<file path="config.mk">
export PLATFORM = sky130hd
export DESIGN_NAME = jtdd_vmeasure
export DESIGN_NICKNAME = d
export VERILOG_FILES = /design/src/rtl/jtdd_vmeasure.sv
export SDC_FILE = /design/constraint.sdc
export NUM_CORES = 1
export LEC_CHECK = 0
export ABC_AREA = 1
export BUFFER_PORTS_ARGS = -buffer_cell sky130_fd_sc_hd__buf_2
export CORE_MARGIN = 5
export CORE_UTILIZATION = 59
export CTS_BUF_LIST = sky130_fd_sc_hd__clkbuf_8
export DETAILED_ROUTE_END_ITERATION = 8
export GPL_ROUTABILITY_DRIVEN = 0
export GPL_TIMING_DRIVEN = 1
export PLACE_DENSITY = 0.94
export SETUP_SLACK_MARGIN = 0.2
export SKIP_CTS_REPAIR_TIMING = 1
export SYNTH_ARGS = -nofsm -noshare
export SYNTH_HDL_FRONTEND = slang
export SYNTH_SLANG_ARGS = --single-unit
</file>
<file path="constraint.sdc">
create_clock -name clk -period 2.66 [get_ports clk]
set_input_delay 0 -clock clk [delete_from_list [all_inputs] [get_ports clk]]
set_output_delay 0 -clock clk [all_outputs]
set_load 0.01 [all_outputs]
</file>
<file path="src/rtl/jtdd_vmeasure.sv">
// jtdd_vmeasure: video timing receiver. Measures total/active pixels per line
// and total/active lines per frame, raises `locked` once three consecutive
// frames agree, and optionally computes a per-frame pixel CRC.
// Optional feature macro: JTDD_VMEASURE_CRC_EN (CRC-16-CCITT over {red,green,blue}).
module jtdd_vmeasure #(
   parameter int HW = 9,
   parameter int VW = 9
) (
   input  logic          clk,
   input  logic          rst,
   input  logic          pxl_cen,
   input  logic          LHBL,
   input  logic          LVBL,
   input  logic          HS,
   input  logic          VS,
   input  logic [3:0]    red,
   input  logic [3:0]    green,
   input  logic [3:0]    blue,
   output logic [HW-1:0] h_total,
   output logic [HW-1:0] h_active,
   output logic [VW-1:0] v_total,
   output logic [VW-1:0] v_active,
   output logic [15:0]   frame_crc,
   output logic          frame_done,
   output logic          locked,
   output logic          ovf
);

   typedef enum logic [1:0] {WAIT0, WAIT1, RUN} state_t;

   localparam logic [HW-1:0] HMAX = '1;
   localparam logic [VW-1:0] VMAX = '1;

   state_t        state, state_nx;
   logic          hs_l, vs_l, lhbl_l;
   logic          hs_rise, vs_rise, lhbl_rise;
   logic          latch;
   logic [HW-1:0] hcnt, hcnt_nx, hact, hact_nx;
   logic [HW-1:0] hlast, hlast_nx, hact_last, hact_last_nx;
   logic [VW-1:0] vcnt, vcnt_nx, vact, vact_nx;
   logic          sat, sat_nx;
   logic [1:0]    mcnt;
   logic          tuple_match;

   // Edge detection is qualified by pxl_cen so sync activity between enables is ignored
   assign hs_rise   = pxl_cen & HS   & ~hs_l;
   assign vs_rise   = pxl_cen & VS   & ~vs_l;
   assign lhbl_rise = pxl_cen & LHBL & ~lhbl_l;

   assign locked = (mcnt == 2'd2);

   // Measurement FSM: discard everything up to the first VS, then latch on every VS
   always_comb begin
      // NOTE: every signal driven here gets a default first so no latch is inferred.
      state_nx = state;
      latch    = 1'b0;
      case (state)
         WAIT0: if (vs_rise) state_nx = WAIT1;
         WAIT1: if (vs_rise) begin
            state_nx = RUN;
            latch    = 1'b1;
         end
         RUN:   latch = vs_rise;
         default: state_nx = WAIT0;
      endcase
   end

   // Next values of the saturating line/frame counters, current pixel included
   always_comb begin
      hcnt_nx      = hcnt;
      hact_nx      = hact;
      hlast_nx     = hlast;
      hact_last_nx = hact_last;
      vcnt_nx      = vcnt;
      vact_nx      = vact;
      sat_nx       = sat;
      if (pxl_cen) begin
         if (hs_rise) begin
            hcnt_nx      = HW'(1);
            hact_nx      = HW'(LHBL);
            hlast_nx     = hcnt;
            hact_last_nx = hact;
            if (vcnt == VMAX) sat_nx = 1'b1;
            else              vcnt_nx = vcnt + VW'(1);
         end else begin
            if (hcnt == HMAX) sat_nx = 1'b1;
            else              hcnt_nx = hcnt + HW'(1);
            if (LHBL) begin
               if (hact == HMAX) sat_nx = 1'b1;
               else              hact_nx = hact + HW'(1);
            end
         end
         if (lhbl_rise && LVBL) begin
            if (vact == VMAX) sat_nx = 1'b1;
            else              vact_nx = vact + VW'(1);
         end
      end
   end

   assign tuple_match = (hlast_nx == h_total) && (hact_last_nx == h_active) &&
                        (vcnt_nx == v_total)  && (vact_nx == v_active);

   // Counter, output and lock state registers
   always_ff @(posedge clk) begin
      if (rst) begin
         state      <= WAIT0;
         hs_l       <= 1'b0;
         vs_l       <= 1'b0;
         lhbl_l     <= 1'b0;
         hcnt       <= '0;
         hact       <= '0;
         hlast      <= '0;
         hact_last  <= '0;
         vcnt       <= '0;
         vact       <= '0;
         sat        <= 1'b0;
         mcnt       <= 2'd0;
         h_total    <= '0;
         h_active   <= '0;
         v_total    <= '0;
         v_active   <= '0;
         ovf        <= 1'b0;
         frame_done <= 1'b0;
      end else begin
         // NOTE: sequential state uses non-blocking assignments so every register
         // samples the pre-edge values computed above.
         state      <= state_nx;
         frame_done <= latch;
         if (pxl_cen) begin
            hs_l   <= HS;
            vs_l   <= VS;
            lhbl_l <= LHBL;
         end
         hcnt      <= hcnt_nx;
         hact      <= hact_nx;
         hlast     <= hlast_nx;
         hact_last <= hact_last_nx;
         if (vs_rise) begin
            vcnt <= '0;
            vact <= '0;
            sat  <= 1'b0;
         end else begin
            vcnt <= vcnt_nx;
            vact <= vact_nx;
            sat  <= sat_nx;
         end
         if (latch) begin
            h_total  <= hlast_nx;
            h_active <= hact_last_nx;
            v_total  <= vcnt_nx;
            v_active <= vact_nx;
            ovf      <= sat_nx;
            if (!tuple_match || sat_nx) mcnt <= 2'd0;
            else if (mcnt != 2'd2)      mcnt <= mcnt + 2'd1;
         end
      end
   end

`ifdef JTDD_VMEASURE_CRC_EN
   logic [15:0] crc, crc_nx;

   function automatic logic [15:0] crc_step(input logic [15:0] c, input logic [11:0] w);
      logic [15:0] r;
      r = c;
      for (int i = 11; i >= 0; i--) begin
         if (r[15] ^ w[i]) r = {r[14:0], 1'b0} ^ 16'h1021;
         else              r = {r[14:0], 1'b0};
      end
      return r;
   endfunction

   // One 12-bit word per visible pixel, unrolled into a single clock
   always_comb begin
      crc_nx = crc;
      if (pxl_cen && LHBL && LVBL) crc_nx = crc_step(crc, {red, green, blue});
   end

   // CRC accumulator restarts after each frame latch
   always_ff @(posedge clk) begin
      if (rst) begin
         crc       <= 16'hFFFF;
         frame_crc <= '0;
      end else begin
         crc <= vs_rise ? 16'hFFFF : crc_nx;
         if (latch) frame_crc <= crc_nx;
      end
   end
`else
   logic unused_colour;
   assign unused_colour = ^{red, green, blue};
   assign frame_crc     = '0;
`endif

endmodule

</file>
==> out/metrics.cfg, run 1 <==
[drt]
drtPass1Iterations = 7
wl_met2_mm = 5.654
routed_via_density = 5.320
drt-met1-wl_mm = 4.993
vias = 4937
routedWlPerCell_um = 12.50
top_layer = met4
route.met3.wl_um = 751
route.detailed.drc = 0
ant_nets = 0
wirelength_mm = 11.60
drtIter0Drc = 232

[setup_path]
endpoint = mcnt[1]
crit_cells = 16
worstPathMaxFanout = 4
worstSetupStartpoint = hcnt[1]
worst_setup_path_end_kind = flip-flop
worst-path-buf-inv = 0
cp.required_ns = 2.92
cp.arrival_ns = 2.53
reg2reg_from = hcnt[1]
timing.rr.end = mcnt[1]
crit_family = simple AND/OR/NAND/NOR gates
cp-start-kind = flip-flop
path_class = flip-flop to flip-flop
r2r_slack_ns = 0.39
reg2reg_depth = 16
crit_path_top_delay_cell = dfxtp_1
path_cells = ha_1 > nand4_1 > nor2_1 > nand2_1 > nor2_1 > ha_1 > a21oi_2 > nand2_1 > nand2_1 > nand2_1 > a21oi_2 > nand3_1 > nor2_2 > nand3_2 > a21oi_1 > nor2_1
cpMostUsedCell = nand2_1
slowest_delay_ns = 0.35

[placed_design]
dp_hpwl_mm = 8.327
numPortBuffers = 45

[synthesis]
synth_area_per_cell_um2 = 6.674
synth_ff_type = dfxtp_1
synth-edff-count = 0
syn-cell-area_um2 = 5159
yosysWarnings = 0
synth_largest_area_cell = dfxtp_1
async_flop_share = 0
seq_area_frac_synth = 0.3881
synth_area_leaders = dfxtp_1 39%, nand2_1 14%, inv_1 7.9%
syn_inst = 773
synth_cell_types = 32
synth-seq-cells = 100
synth_top_area_frac = 0.3881

[power]
peakVddDrop_mv = 0.4262
clock_power_share = 0.347
power_frac_comb = 0.128
cellPowerDensity_nw_per_um2 = 532.2
p_leak_nw = 2.630
switchingPower_w = 0.0008148
swShare = 0.2699
seqPwrFrac = 0.525
finalPower_w = 0.003019
intPower_w = 0.002205

[grt]
grt_max_degree = 38
grt_pass1_wl_mm = 19.90
grt_overflow = 0
grt_pass1_vias = 4532
antenna_found_initial = 0
grt_usage = 0.2159

[timing]
setup_violations = 0
fmax_mhz = 440.9
drv_slew = 0
period_needed_ns = 2.268
fin_crit_sh = 0.8527
skew_ns = 0.007093
relSlewSlack = 0.5581
tightest_slew_ns = 0.6629
tns_ns = 0
rsz0062_at_grt = true
hold_viol = 0

[run]
maxCapViolations = 0

[floorplanning]
coreArea_um2 = 8636
rows = 34
dieWidth_um = 103.5
initial_core_util = 0.5974
fp.dieH_um = 103.5
die_area_um2 = 10710
io_pins = 74

[clocking]
cts_buffers = 9
clockBufferDepth = 2
clock_latency_ns = 0.37
htreeDepth = 3
clock-root-buffer = clkbuf_8
cts.reportedPaths.clkPinSlew_ns = 0.09
numClockSinks = 100
cts_tree = built

[cells_and_area]
layout.nets = 843
nFillCells = 761
antennaDiodeCount = 0
syn2layout_area_growth_pct = 9.968
layout-drive-gt1-share = 0.1122

[hold_path]
hp-class = input pin to flip-flop

[outcome]
status = complete, no violations

-- routing by layer --
metal	track usage	up-vias
met4	0.07310	0
li1	-	2530
met1	0.2679	2246
met2	0.3638	143
met3	0.05410	18
met5	0	-
-- power groups by stage --
stage               clock network (W)  registers, W  logic (W)
floorplan                           0       0.00162   0.000292
global placement                    0       0.00162   0.000365
detailed placement                  0       0.00162   0.000376
CTS                           0.00106       0.00159   0.000379
global route                  0.00112       0.00159   0.000444
finish                        0.00105       0.00159   0.000387
-- worst min-delay path, cell delays in order --
cell and delay, ns:
buf_2 0.18, nand2_1 0.10, a21oi_1 0.06
-- registers in the layout, indices dropped and copies added, names as in the netlist, 9 cells and up --
register,count
vcnt,9
h_active,9
h_total,9
hact_last,9
hact,9
v_active,9
hcnt,9
v_total,9
vact,9
hlast,9
-- cell type report --
class / count / area (um^2) / share of cell area
clock buffer: 9 / 123.9 / 0.02184
multi-input combinational: 537 / 2569 / 0.4528
timing repair buffer: 57 / 335.3 / 0.05911
sequential: 100 / 2004 / 0.3533
clock inverter: 7 / 92.59 / 0.01632
tap: 108 / 135.1 / 0.02382
inverter: 110 / 412.9 / 0.07278
-- kinds of logic after synthesis --
family,share of synthesized area
AOI/OAI and AO/OA,0.1392
xor gates and xnor gates,0.01019
adders and majority gates,0.02183
buffers and inverters,0.1273
DFF,0.3881
other,0.0007269
and+or+nand+nor,0.3126
-- worst min path at each step --
stage          startpoint  endpoint  slack [ns]  cells after the start
6_report          pxl_cen      vs_l        0.03                      3
5_1_grt           pxl_cen      hs_l        0.03                      3
3_3_place_gp           VS      vs_l        0.30                      3
3_5_place_dp           VS      vs_l        0.31                      3
2_1_floorplan        LHBL   hact[0]        0.17                      2
4_1_cts                VS      vs_l       -0.08                      3
-- layout by cell type (no fill, tap or decap), types with 4 or more instances in the layout --
cell	netlist	layout
a21oi_1	55	53
buf_2	3	45
buf_4	21	8
clkbuf_8	0	9
conb_1	1	16
dfxtp_1	100	98
ha_1	9	9
inv_1	109	110
nand2_1	197	197
nand2_2	4	4
nand3_1	57	57
nand3b_1	6	6
nand4_1	13	13
nor2_1	80	78
nor2_2	4	6
nor2_4	4	4
nor3_1	6	6
o211ai_1	15	15
o21ai_0	44	44
o21ai_1	8	8
xnor2_1	4	4
-- through the flow --
step	cells	utilization	instance area, um^2	hold WS (ns)	setup slack, ns
finish	928	0.6569	5673	0.02964	0.3919
global route	928	0.6569	5673	0.03111	0.09999
detailed placement	908	0.6258	5404	0.3099	0.3526
CTS	924	0.6508	5620	-0.08391	0.3284
global placement	908	0.6258	5404	0.3016	0.4067
floorplan	788	-	5215	0.1694	0.6221
-- synth_stat cells (2+ instances only) --
master	instances
nand3_1	57
nor2_1	80
buf_4	21
nor3_1	6
o21ai_1	8
nand2_2	4
nor2_2	4
ha_1	9
xnor2_1	4
o211ai_1	15
nand2_1	197
nor2_4	4
a211oi_1	3
buf_2	3
nand3_2	3
xor2_1	2
inv_1	109
o21ai_0	44
dfxtp_1	100
nand3b_1	6
a21oi_1	55
nand4_1	13
clkbuf_1	16
o21ai_2	2
Power figures use the tool's default switching activity.
==> run 2: changes to the inputs <==
- CORE_UTILIZATION: 59 -> 55
- PLACE_DENSITY: 0.94 -> 0.89
==> run 2 against run 1 <==
Net effect: largest cell class unchanged; register-to-register slack worse by 0.06 ns; die area grew 6.6%; critical path depth unchanged; combinational power grew 3%.
==> out/metrics.cfg, run 2 (same netlist as run 1, synthesis figures left out) <==
[grt]
grt_overflow = 0
grt_pass1_vias = 4282
antenna_found_initial = 0
grt_usage = 0.2075
grt_max_degree = 36
grt_pass1_wl_mm = 19.31
grtUsageMet1 = 0.2626
grt_most_used_layer = met2
grt_use_met3 = 0.05057
use_met2 = 0.3530

[setup_path]
worst-path-buf-inv = 0
worstPathMaxFanout = 4
cpMostUsedCell = nand2_1
cp.required_ns = 2.94
slowest_delay_ns = 0.35
path_cells = ha_2 > nand4_1 > nor2_1 > nand2_1 > nor2_1 > ha_1 > a21oi_2 > nand2_1 > nand2_1 > nand2_1 > a21oi_2 > nand3_2 > nor2_4 > nand3_2 > a21oi_1 > nor2_1
path_class = flip-flop to flip-flop
reg2reg_from = hact[0]
crit_path_top_delay_cell = dfxtp_2
worst_setup_path_end_kind = flip-flop
cp-start-kind = flip-flop
reg2reg_depth = 16
timing.rr.end = mcnt[1]
r2r_slack_ns = 0.33
cp.arrival_ns = 2.61
crit_family = simple AND/OR/NAND/NOR gates

[placed_design]
dp_hpwl_mm = 8.300
dpl_cell_area_um2 = 5415
numPortBuffers = 45

[clocking]
cts_buffers = 9
clock_latency_ns = 0.38
htreeDepth = 3
clockBufferDepth = 2
clock-root-buffer = clkbuf_8
numClockSinks = 100
cts.reportedPaths.clkPinSlew_ns = 0.10
cts_tree = built

[cells_and_area]
final_common_cell = nand2_1
antennaDiodeCount = 0
syn2layout_area_growth_pct = 10.70
design_area_um2 = 5710
layout.nets = 846
layout_common_cells = 197 x nand2_1, 110 x inv_1, 98 x dfxtp_1, 78 x nor2_1, 56 x nand3_1
layout-drive-gt1-share = 0.1179

[drt]
vias = 4869
routed_via_density = 5.213
routedWlPerCell_um = 12.59
drtIter0Drc = 236
drtPass1Iterations = 6
wirelength_mm = 11.76
route.detailed.drc = 0
ant_nets = 0

[timing]
fin_crit_sh = 0.8750
relSlewSlack = 0.5482
period_needed_ns = 2.327
rsz0062_at_grt = false
whs_ns = 0.02088
fmax_mhz = 429.7
tightest_slew_ns = 0.6776
skew_ns = 0.008866
drv_slew = 0
tns_ns = 0
setup_violations = 0
hold_viol = 0

[run]
maxCapViolations = 0

[floorplanning]
io_pins = 74
die_area_um2 = 11420
dieWidth_um = 106.8
fp.dieH_um = 106.8
initial_core_util = 0.5610
rows = 35
coreArea_um2 = 9196

[hold_path]
hp-start = pxl_cen
hp-class = input pin to flip-flop
hold-path-cell-count = 3
hold_end = vs_l

[power]
p_leak_nw = 2.636
cellPowerDensity_nw_per_um2 = 521.6
peakVddDrop_mv = 0.3856

[outcome]
status = complete, no violations

-- run 2: area by class of cell --
| class | count | area, um^2 |
|---|---|---|
| Clock buffer | 10 | 137.6 |
| Multi-Input combinational cell | 537 | 2594 |
| Inverter | 110 | 412.9 |
| Clock inverter | 6 | 65.06 |
| Fill cell | 841 | 3486 |
| Sequential cell | 100 | 2004 |
| Timing Repair Buffer | 60 | 357.8 |
| Tap cell | 111 | 138.9 |
-- run 2: how the worst max path moves through the flow --
stage,from,end,cells past startpoint
2_1_floorplan,hact[0],mcnt[1],16
3_3_place_gp,hact[0],mcnt[1],16
3_5_place_dp,hact[0],mcnt[1],16
4_1_cts,hact[0],mcnt[1],16
5_1_grt,hs_l,mcnt[1],16
6_report,hact[0],mcnt[1],16
-- run 2: per-layer routing --
layer / share of wire / vias up
li1: - / 2532
met1: 0.45 / 2187
met3: 0.056 / 22
met4: 0.018 / 0
met2: 0.48 / 128
met5: 0 / -
-- run 2: per-stage QoR --
step / total power, W / setup WS [ns] / util / cells
after detailed placement: 0.001997 / 0.3090 / 0.5888 / 912
final: 0.002979 / 0.3326 / 0.6210 / 934
after CTS: 0.002974 / 0.2363 / 0.6109 / 928
after floorplan: 0.001914 / 0.6221 / - / 788
after global placement: 0.001985 / 0.3958 / 0.5888 / 912
after global routing: 0.003117 / 0.1306 / 0.6210 / 934
-- run 2: tightest hold or removal path, delay by kind of cell --
family / cells / cell delay [ns]
AO/OA/AOI/OAI: 1 / 0.07
AND/OR/NAND/NOR: 1 / 0.11
buffers and inverters: 1 / 0.19
-- run 2: power breakdown --
part,internal [W],switching [W]
Combinational,0.000135,0.000262
Sequential,0.00155,0.0000386
Clock,0.000458,0.000538
Total,0.00214,0.000838
==> run 3: changes to the inputs <==
- PLACE_DENSITY: 0.89 -> 0.87
- SLEW_MARGIN: unset -> 5
==> run 3 against run 2 <==
Net effect: the flow now finishes with violations (negative hold slack); combinational power about the same; fmax increased by 1.1%; cell count increased by 0.32%; die area unchanged; power about the same; via count decreased by 1.1%; non-clock buffer count increased by 3; clock skew increased by 0.0017 ns; worst setup slack improved by 0.025 ns; largest cell class unchanged; clock power decreased by 0.4%.
==> out/metrics.cfg, run 3 (same netlist as run 1, synthesis figures left out) <==
[setup_path]
cp-start-kind = flip-flop
timing.rr.end = mcnt[1]
worst_setup_path_end_kind = flip-flop
reg2reg_from = hcnt[0]
path_class = flip-flop to flip-flop
endpoint = mcnt[1]
worstSetupStartpoint = hcnt[0]
cp.arrival_ns = 2.57
worstPathMaxFanout = 3
reg2reg_depth = 16
r2r_slack_ns = 0.36
cp.required_ns = 2.93

[clocking]
clock-root-buffer = clkbuf_8
cts_buffers = 9
numClockSinks = 100
cts.reportedPaths.clkPinSlew_ns = 0.10
clockBufferDepth = 2
htreeDepth = 3
cts_tree = built
clock_latency_ns = 0.37

[cells_and_area]
layout-drive-gt1-share = 0.1199
antennaDiodeCount = 0
layout.nets = 849
final_util = 0.6215
layout_common_cells = 196 x nand2_1, 109 x inv_1, 99 x dfxtp_1, 79 x nor2_1, 56 x nand3_1
final_common_cell = nand2_1
nFillCells = 839
syn2layout_area_growth_pct = 10.79

[floorplanning]
fp.dieH_um = 106.8
initial_core_util = 0.5610
rows = 35
io_pins = 74
dieWidth_um = 106.8
coreArea_um2 = 9196
die_area_um2 = 11420

[timing]
period_needed_ns = 2.303
whs_ns = -0.006789
relSlewSlack = 0.6103
drv_slew = 0
skew_ns = 0.01060
setup_violations = 0
fin_crit_sh = 0.8656
hold_viol = 1
tns_ns = 0
rsz0062_at_grt = true
tightest_slew_ns = 0.5809
fmax_mhz = 434.3

[drt]
drtPass1Iterations = 5
ant_nets = 0
wirelength_mm = 11.34
vias = 4816
drtIter0Drc = 269
routedWlPerCell_um = 12.10
route.detailed.drc = 0
routed_via_density = 5.140

[outcome]
violations = negative hold slack
status = finished, violations left

[grt]
grt_usage = 0.2003
grt_max_degree = 44
grt_pass1_wl_mm = 18.73
grt_overflow = 0
grt_pass1_vias = 4186
antenna_found_initial = 0

[power]
p_leak_nw = 2.650
peakVddDrop_mv = 0.2936
cellPowerDensity_nw_per_um2 = 520.8

[hold_path]
hp-class = input pin to flip-flop

[placed_design]
numPortBuffers = 45
dp_hpwl_mm = 8.121

[run]
maxCapViolations = 0

[run 3: area by class of cell]
type	instances	area [um^2]	area share
multi-input combinational	537	2585	0.4523
sequential	100	2003	0.3505
inverter	110	412.9	0.07224
timing repair buffer	63	377.9	0.06611
tap	111	138.9	0.02430
clock buffer	9	123.9	0.02167
clock inverter	7	73.82	0.01292
[run 3: power by group]
group          internal [W]  switching [W]
combinational      0.000139       0.000260
sequential          0.00155      0.0000385
clock              0.000442       0.000550
[run 3: metal layers]
metal  up-vias  global-route usage  wire length, um
met5         -                   0                0
met2       112              0.3336             5235
li1       2549                   -                -
met1      2149              0.2581             5239
met3         6             0.05479              778
met4         0             0.04840               82
[run 3: how the worst min path moves through the flow]
stage	from	endpoint	slack, ns	depth (start not counted)
CTS	VS	vs_l	-0.1	3
global placement	VS	vs_l	0.31	3
global route	HS	hs_l	0.003	3
floorplan	LHBL	hact[0]	0.17	2
detailed placement	VS	vs_l	0.31	3
finish	HS	hs_l	-0.007	3
[run 3: critical path: stages (launching register included)]
cell     delay, ns
dfxtp_1       0.34
ha_1          0.22
nand4_1       0.12
nor2_1        0.07
nand2_1       0.08
nor2_1        0.05
ha_1          0.20
a21oi_1       0.14
nand2_1       0.08
nand2_1       0.07
nand2_1       0.06
a21oi_2       0.21
nand3_2       0.14
nor2_4        0.13
nand3_2       0.10
a21oi_1       0.13
nor2_1        0.05
[run 3: through the flow]
step	setup slack [ns]	power [W]	area, um^2	hold slack, ns	cells
floorplan	0.6221	0.001914	5215	0.1694	788
global placement	0.4068	0.001989	5423	0.3058	913
detailed placement	0.3363	0.001999	5423	0.3104	913
CTS	0.2791	0.002976	5620	-0.09526	929
global route	0.1741	0.003114	5715	0.003061	937
finish	0.3574	0.002977	5715	-0.006789	937
